## src/rtl/mips_inst_encoder.sv

```systemverilog
// mips_inst_encoder: packs MIPS32 R/I/J fields into 32-bit words and queues
// them in program order in a DEPTH-entry FIFO with a combinational head read.
// Optional per-format counters are built only when MIPS_ENC_STATS_EN is defined.
module mips_inst_encoder #(
  parameter int DEPTH = 8,
  parameter int AW    = 3
) (
  input  logic          clk,
  input  logic          reset,
  input  logic          req_valid,
  output logic          req_ready,
  input  logic [1:0]    req_fmt,
  input  logic [5:0]    req_op,
  input  logic [4:0]    req_rs,
  input  logic [4:0]    req_rt,
  input  logic [4:0]    req_rd,
  input  logic [4:0]    req_shamt,
  input  logic [5:0]    req_funct,
  input  logic [15:0]   req_imm,
  input  logic [25:0]   req_target,
  output logic          out_valid,
  input  logic          out_ready,
  output logic [31:0]   out_data,
  output logic          err,
  output logic [AW:0]   level,
  output logic [3:0]    r_count,
  output logic [3:0]    i_count,
  output logic [3:0]    j_count
);

  localparam logic [AW:0] LVL_FULL = (AW+1)'(DEPTH);

  logic [31:0]   mem [DEPTH];
  logic [AW-1:0] wr_ptr_q, wr_ptr_d;
  logic [AW-1:0] rd_ptr_q, rd_ptr_d;
  logic [AW:0]   level_q, level_d;
  logic          err_q, err_d;
  logic [31:0]   word;
  logic          legal;
  logic          accept;
  logic          push;
  logic          pop;

  // Status flags come from the registered level only, never from req_valid.
  assign req_ready = (level_q != LVL_FULL);
  assign out_valid = (level_q != '0);
  assign out_data  = mem[rd_ptr_q];
  assign level     = level_q;
  assign err       = err_q;

  assign accept = req_valid && req_ready && !reset;
  assign push   = accept && legal;
  assign pop    = out_valid && out_ready && !reset;

  // Field packing and legality check for the presented request.
  always_comb begin
    word  = '0;
    legal = 1'b0;
    case (req_fmt)
      2'b00: begin
        word  = {6'b000000, req_rs, req_rt, req_rd, req_shamt, req_funct};
        legal = 1'b1;
      end
      2'b01: begin
        word  = {req_op, req_rs, req_rt, req_imm};
        legal = !((req_op == 6'h00) || (req_op == 6'h02) || (req_op == 6'h03));
      end
      2'b10: begin
        word  = {req_op, req_target};
        legal = (req_op == 6'h02) || (req_op == 6'h03);
      end
      default: begin
        word  = '0;
        legal = 1'b0;
      end
    endcase
  end

  // Next-state for pointers, occupancy and the reject pulse.
  always_comb begin
    wr_ptr_d = wr_ptr_q;
    rd_ptr_d = rd_ptr_q;
    level_d  = level_q;
    err_d    = accept && !legal;
    if (push) wr_ptr_d = wr_ptr_q + AW'(1);
    if (pop)  rd_ptr_d = rd_ptr_q + AW'(1);
    case ({push, pop})
      2'b10:   level_d = level_q + (AW+1)'(1);
      2'b01:   level_d = level_q - (AW+1)'(1);
      default: level_d = level_q;
    endcase
  end

  // Control state registers; buffered words are discarded by reset.
  always_ff @(posedge clk) begin
    if (reset) begin
      wr_ptr_q <= '0;
      rd_ptr_q <= '0;
      level_q  <= '0;
      err_q    <= 1'b0;
    end else begin
      wr_ptr_q <= wr_ptr_d;
      rd_ptr_q <= rd_ptr_d;
      level_q  <= level_d;
      err_q    <= err_d;
    end
  end

  // Storage is left uninitialised; only occupancy tracks what is valid.
  always_ff @(posedge clk) begin
    if (push) mem[wr_ptr_q] <= word;
  end

`ifdef MIPS_ENC_STATS_EN
  logic [3:0] r_cnt_q, r_cnt_d;
  logic [3:0] i_cnt_q, i_cnt_d;
  logic [3:0] j_cnt_q, j_cnt_d;

  // Per-format counts of legal accepted requests, wrapping at 16.
  always_comb begin
    r_cnt_d = r_cnt_q;
    i_cnt_d = i_cnt_q;
    j_cnt_d = j_cnt_q;
    if (push) begin
      case (req_fmt)
        2'b00:   r_cnt_d = r_cnt_q + 4'd1;
        2'b01:   i_cnt_d = i_cnt_q + 4'd1;
        2'b10:   j_cnt_d = j_cnt_q + 4'd1;
        default: ;
      endcase
    end
  end

  // Counter registers.
  always_ff @(posedge clk) begin
    if (reset) begin
      r_cnt_q <= '0;
      i_cnt_q <= '0;
      j_cnt_q <= '0;
    end else begin
      r_cnt_q <= r_cnt_d;
      i_cnt_q <= i_cnt_d;
      j_cnt_q <= j_cnt_d;
    end
  end

  assign r_count = r_cnt_q;
  assign i_count = i_cnt_q;
  assign j_count = j_cnt_q;
`else
  assign r_count = 4'h0;
  assign i_count = 4'h0;
  assign j_count = 4'h0;
`endif

endmodule
```

## config.mk

```make
export PLATFORM = sky130hd
export DESIGN_NAME = mips_inst_encoder
export DESIGN_NICKNAME = d
export VERILOG_FILES = /design/src/rtl/mips_inst_encoder.sv
export SDC_FILE = /design/constraint.sdc
export NUM_CORES = 1
export LEC_CHECK = 0
export BUFFER_PORTS_ARGS = -buffer_cell sky130_fd_sc_hd__buf_2
export CORE_ASPECT_RATIO = 1.5
export CORE_UTILIZATION = 55
export DETAILED_ROUTE_END_ITERATION = 16
export HOLD_SLACK_MARGIN = 0.1
export PLACE_DENSITY = 0.75
export SLEW_MARGIN = 20
export SYNTH_ARGS = -nofsm -noshare
export SYNTH_HDL_FRONTEND = slang
export SYNTH_SLANG_ARGS = --single-unit
```

## constraint.sdc

```tcl
create_clock -name clk -period 5.8 [get_ports clk]
set_clock_uncertainty 0.2 [all_clocks]
set_input_delay 0.29 -clock clk [delete_from_list [all_inputs] [get_ports clk]]
set_output_delay 0.29 -clock clk [all_outputs]
set_load 0.03 [all_outputs]
```

==> reports/summary.txt <==
Die Area - 0.0205 sq mm
CTS tree - done
Least-Margin Pin Slew - 1.15 ns
Worst Setup End Kind - output pin
Placer Congestion - 0.701
CTS Buf Count - 24
Slack of the worst reg-to-reg path - 2.88 ns
Cell leakage power - 0.00440 uW
Mapped cell area - 0.0109 sq mm
Cells on Worst Hold Path - 2
Routed via count - 5564
Final setup fails - 0
Sw Pwr - 1120 uW
Residual DRC - 0
Unrepaired setup endpoints after global routing - no
Fin crit period - 3.58 ns
Clk pwr share - 35.7%
Post-layout nets - 788
Vias in the first global route - 5921
Slowest CP cell - dfxtp_4
Clock root buffer master - clkbuf_16
Vias per std cell - 5.69
Buf/Inv on CP - 2
Sequential area share after synthesis - 72.8%
Post-CTS Resized - 0
Crit path launch type - flip-flop
Min-delay src - req_op[5]
Internal power - 3540 uW
Unique masters post-synth - 38
Rel. slew slack - 22.3%
Yosys reg bits - 270
CTS clock-pin slew for the worst setup and hold paths - 0.06 ns
Avg Inst Size Synth - 19.5 sq um
Crit path required time - 5.31 ns
Initial core utilization - 56.6%
Fraction of power consumed by sequential logic - 48.6%
FMAX - 280 MHz
Max IR drop VDD - 0.251 mV
Ant diodes - 0
Fraction of the cycle the final worst path needs - 61.7%
Antenna viol nets, final - 0
Critical path cell sequence - buf_4 -> mux4_2 -> mux2_2 -> buf_2
Largest net degree at the start of global routing - 42
TNS Setup - 0 ns
Mapped Cells - 562
# IOs - 131
Avg WL per Cell - 21.8 microns
Port bufs - 118
Iter 0 DRT Violations - 561
Area Overhead vs Synth - 17.6%
Hold Path End - mem[6][31]$_DFFE_PP_
Drt first pass iters - 4
CP top delay family - multiplexers
Sw Share - 24.1%
R2R Path End - mem[3][19]$_DFFE_PP_
Combinational fraction of design power - 15.6%
Worst path arrival time - 3.09 ns
Core ar. - 0.0193 sq mm
H-tree levels - 1
Layout cell share with drive strength beyond 1 - 39.5%
Global route overflow - 0
Largest stage delay, worst path - 0.88 ns
Status - complete, no violations
Hold crit path type - in -> reg
Hold slack - 0.121 ns
Post-CTS setup-driven buffer insertion count - 0
Sink Count - 270
Reg-to-reg startpoint - level[1]$_SDFFE_PP0P_
R2R depth - 5
Cell row count - 62
Pins Over Slew Limit - 0
Die width - 117 microns
Die Span Y - 175 microns
Clock Latency Late Sink - 0.50 ns
Power per cell area - 362 mW/mm^2
CTS max path bufs - 3
Max Cap Viol - 0
Hpwl dp - 12600 microns
First-pass GRT wire length - 32300 microns
DRT Wirelength - 21300 microns
Initial antenna violation count - 0
GRT Util Overall - 21.6%
Max Fanout on Critical Path - 40
Count of final hold-check violations - 0
Kind of critical path - reg -> out
Ys Warns - 0
==> state kept, by name, indices dropped and copies added (netlist names), named ones only <==
register	cells
err	1
level	4
rd_ptr_q	3
wr_ptr_q	3
mem	256
==> metrics by stage <==
step | util (%) | worst slack (ns) | total power [uW] | area (sq um) | std cells
2_1_floorplan | - | 0.822 | 2850 | 11000 | 573
4_1_cts | 66.2 | 2.10 | 4700 | 12800 | 974
6_report | 66.6 | 2.22 | 4660 | 12900 | 977
5_1_grt | 66.6 | 1.99 | 4820 | 12900 | 977
3_3_place_gp | 61.2 | 2.53 | 3020 | 11800 | 919
3_5_place_dp | 61.2 | 2.43 | 3040 | 11800 | 919
==> worst max-delay path by stage <==
stage / slack, ns / endpoint / start / depth (start not counted)
4_1_cts: 2.10 / out_data[0] / flip-flop / 4
2_1_floorplan: 0.82 / mem[0][0]$_DFFE_PP_ / req_op[3] / 4
5_1_grt: 1.99 / out_data[3] / flip-flop / 4
3_5_place_dp: 2.43 / mem[2][9]$_DFFE_PP_ / req_op[3] / 6
3_3_place_gp: 2.53 / mem[2][4]$_DFFE_PP_ / req_op[3] / 6
6_report: 2.22 / out_data[0] / flip-flop / 4
==> power groups by stage <==
| stage | clock, uW | combinational (uW) | sequential [uW] |
|---|---|---|---|
| 2_1_floorplan | 0 | 595 | 2260 |
| 3_3_place_gp | 0 | 711 | 2310 |
| 3_5_place_dp | 0 | 725 | 2320 |
| 4_1_cts | 1690 | 735 | 2270 |
| 5_1_grt | 1760 | 776 | 2280 |
| 6_report | 1670 | 728 | 2270 |
==> per-layer routing <==
metal	GRT usage (%)	wire, microns	vias up	share of wire, %
met5	0	0	-	0
met3	2.57	921	26	4.3
met2	38.2	11300	188	53
li1	-	-	2515	-
met4	6.65	369	0	1.7
met1	27.6	8680	2835	41
==> synth_stat cells <==
master | instances | area, sq um
buf_1 | 1 | 3.75
o21ai_0 | 28 | 140
buf_2 | 10 | 50.1
nor2_1 | 9 | 33.8
ha_1 | 5 | 62.6
and2_2 | 1 | 7.51
buf_4 | 12 | 90.1
o21ai_2 | 1 | 8.76
mux2_2 | 32 | 360
a21oi_1 | 3 | 15.0
a211o_4 | 1 | 17.5
a21oi_2 | 1 | 8.76
nand3_4 | 1 | 17.5
nand4b_1 | 1 | 8.76
nand4_1 | 2 | 12.5
dfxtp_1 | 14 | 280
inv_1 | 12 | 45.0
nand3_1 | 3 | 15.0
or3_1 | 1 | 6.26
mux4_2 | 64 | 1440
nor3_1 | 7 | 35.0
nor3b_1 | 1 | 7.51
mux2i_1 | 19 | 190
nor2b_1 | 2 | 12.5
a211oi_1 | 1 | 7.51
nand2_1 | 31 | 116
mux2_4 | 1 | 15.0
or4_1 | 1 | 7.51
or4_4 | 1 | 11.3
edfxtp_1 | 256 | 7690
nand2b_1 | 7 | 43.8
clkbuf_1 | 16 | 60.1
xor2_1 | 6 | 52.6
a21boi_0 | 1 | 7.51
and2_1 | 5 | 31.3
conb_1 | 1 | 3.75
nor4_1 | 2 | 12.5
nand3b_1 | 2 | 15.0
==> worst reg2reg max path, cell delays in order, from the launching register on <==
cell     delay (ns)
dfxtp_1        0.46
nor3_1         0.13
a21oi_2        0.25
nand3_4        0.19
nor3_2         0.85
buf_4          0.48
==> cell usage in the layout (no fill, tap or decap), types with 2 or more instances in the layout <==
cell and n:
edfxtp_1 256, buf_2 118, mux4_2 64, mux2_2 32
nand2_1 31, o21ai_0 28, clkbuf_16 25, mux2i_1 19
inv_1 12, conb_1 12, dfxtp_1 11, dlygate4sd3_1 11
buf_4 11, nand2b_1 7, clkinv_2 7, nor2_1 6
xor2_1 6, and2_1 5, ha_1 5, bufinv_16 5
clkbuf_1 4, nor3_1 3, nor2_4 3, nor3_2 3
nand3_1 3, a21oi_1 3, buf_16 3, nand4_1 2
nand3b_1 2, dfxtp_2 2, clkinv_1 2
==> layout make-up <==
class / count / area [sq um]
timing repair buffer: 143 / 866
fill: 1260 / 6440
clock inverter: 15 / 201
sequential: 270 / 7970
clock buffer: 29 / 641
multi-input combinational: 252 / 2820
inverter: 12 / 45.0
tap: 256 / 320
==> cell families (layout without fill, tap and decap cells) <==
logic type / Yosys count / after routing / synth area share [%]
fa+ha+maj: 5 / 5 / 0.572
other cells: 1 / 12 / 0.0343
flops: 270 / 270 / 72.8
compound gates: 36 / 36 / 1.88
mux: 116 / 116 / 18.3
xor+xnor: 6 / 6 / 0.480
simple gates: 77 / 77 / 3.60
buf+inv: 51 / 199 / 2.28
==> timing repair <==
item | CTS | global route
hold endpoints to repair | 46 | 0
setup endpoints to repair | 0 | 0
hold buffers | 11 | 0
Note: power is estimated with default switching activity, not from simulation.
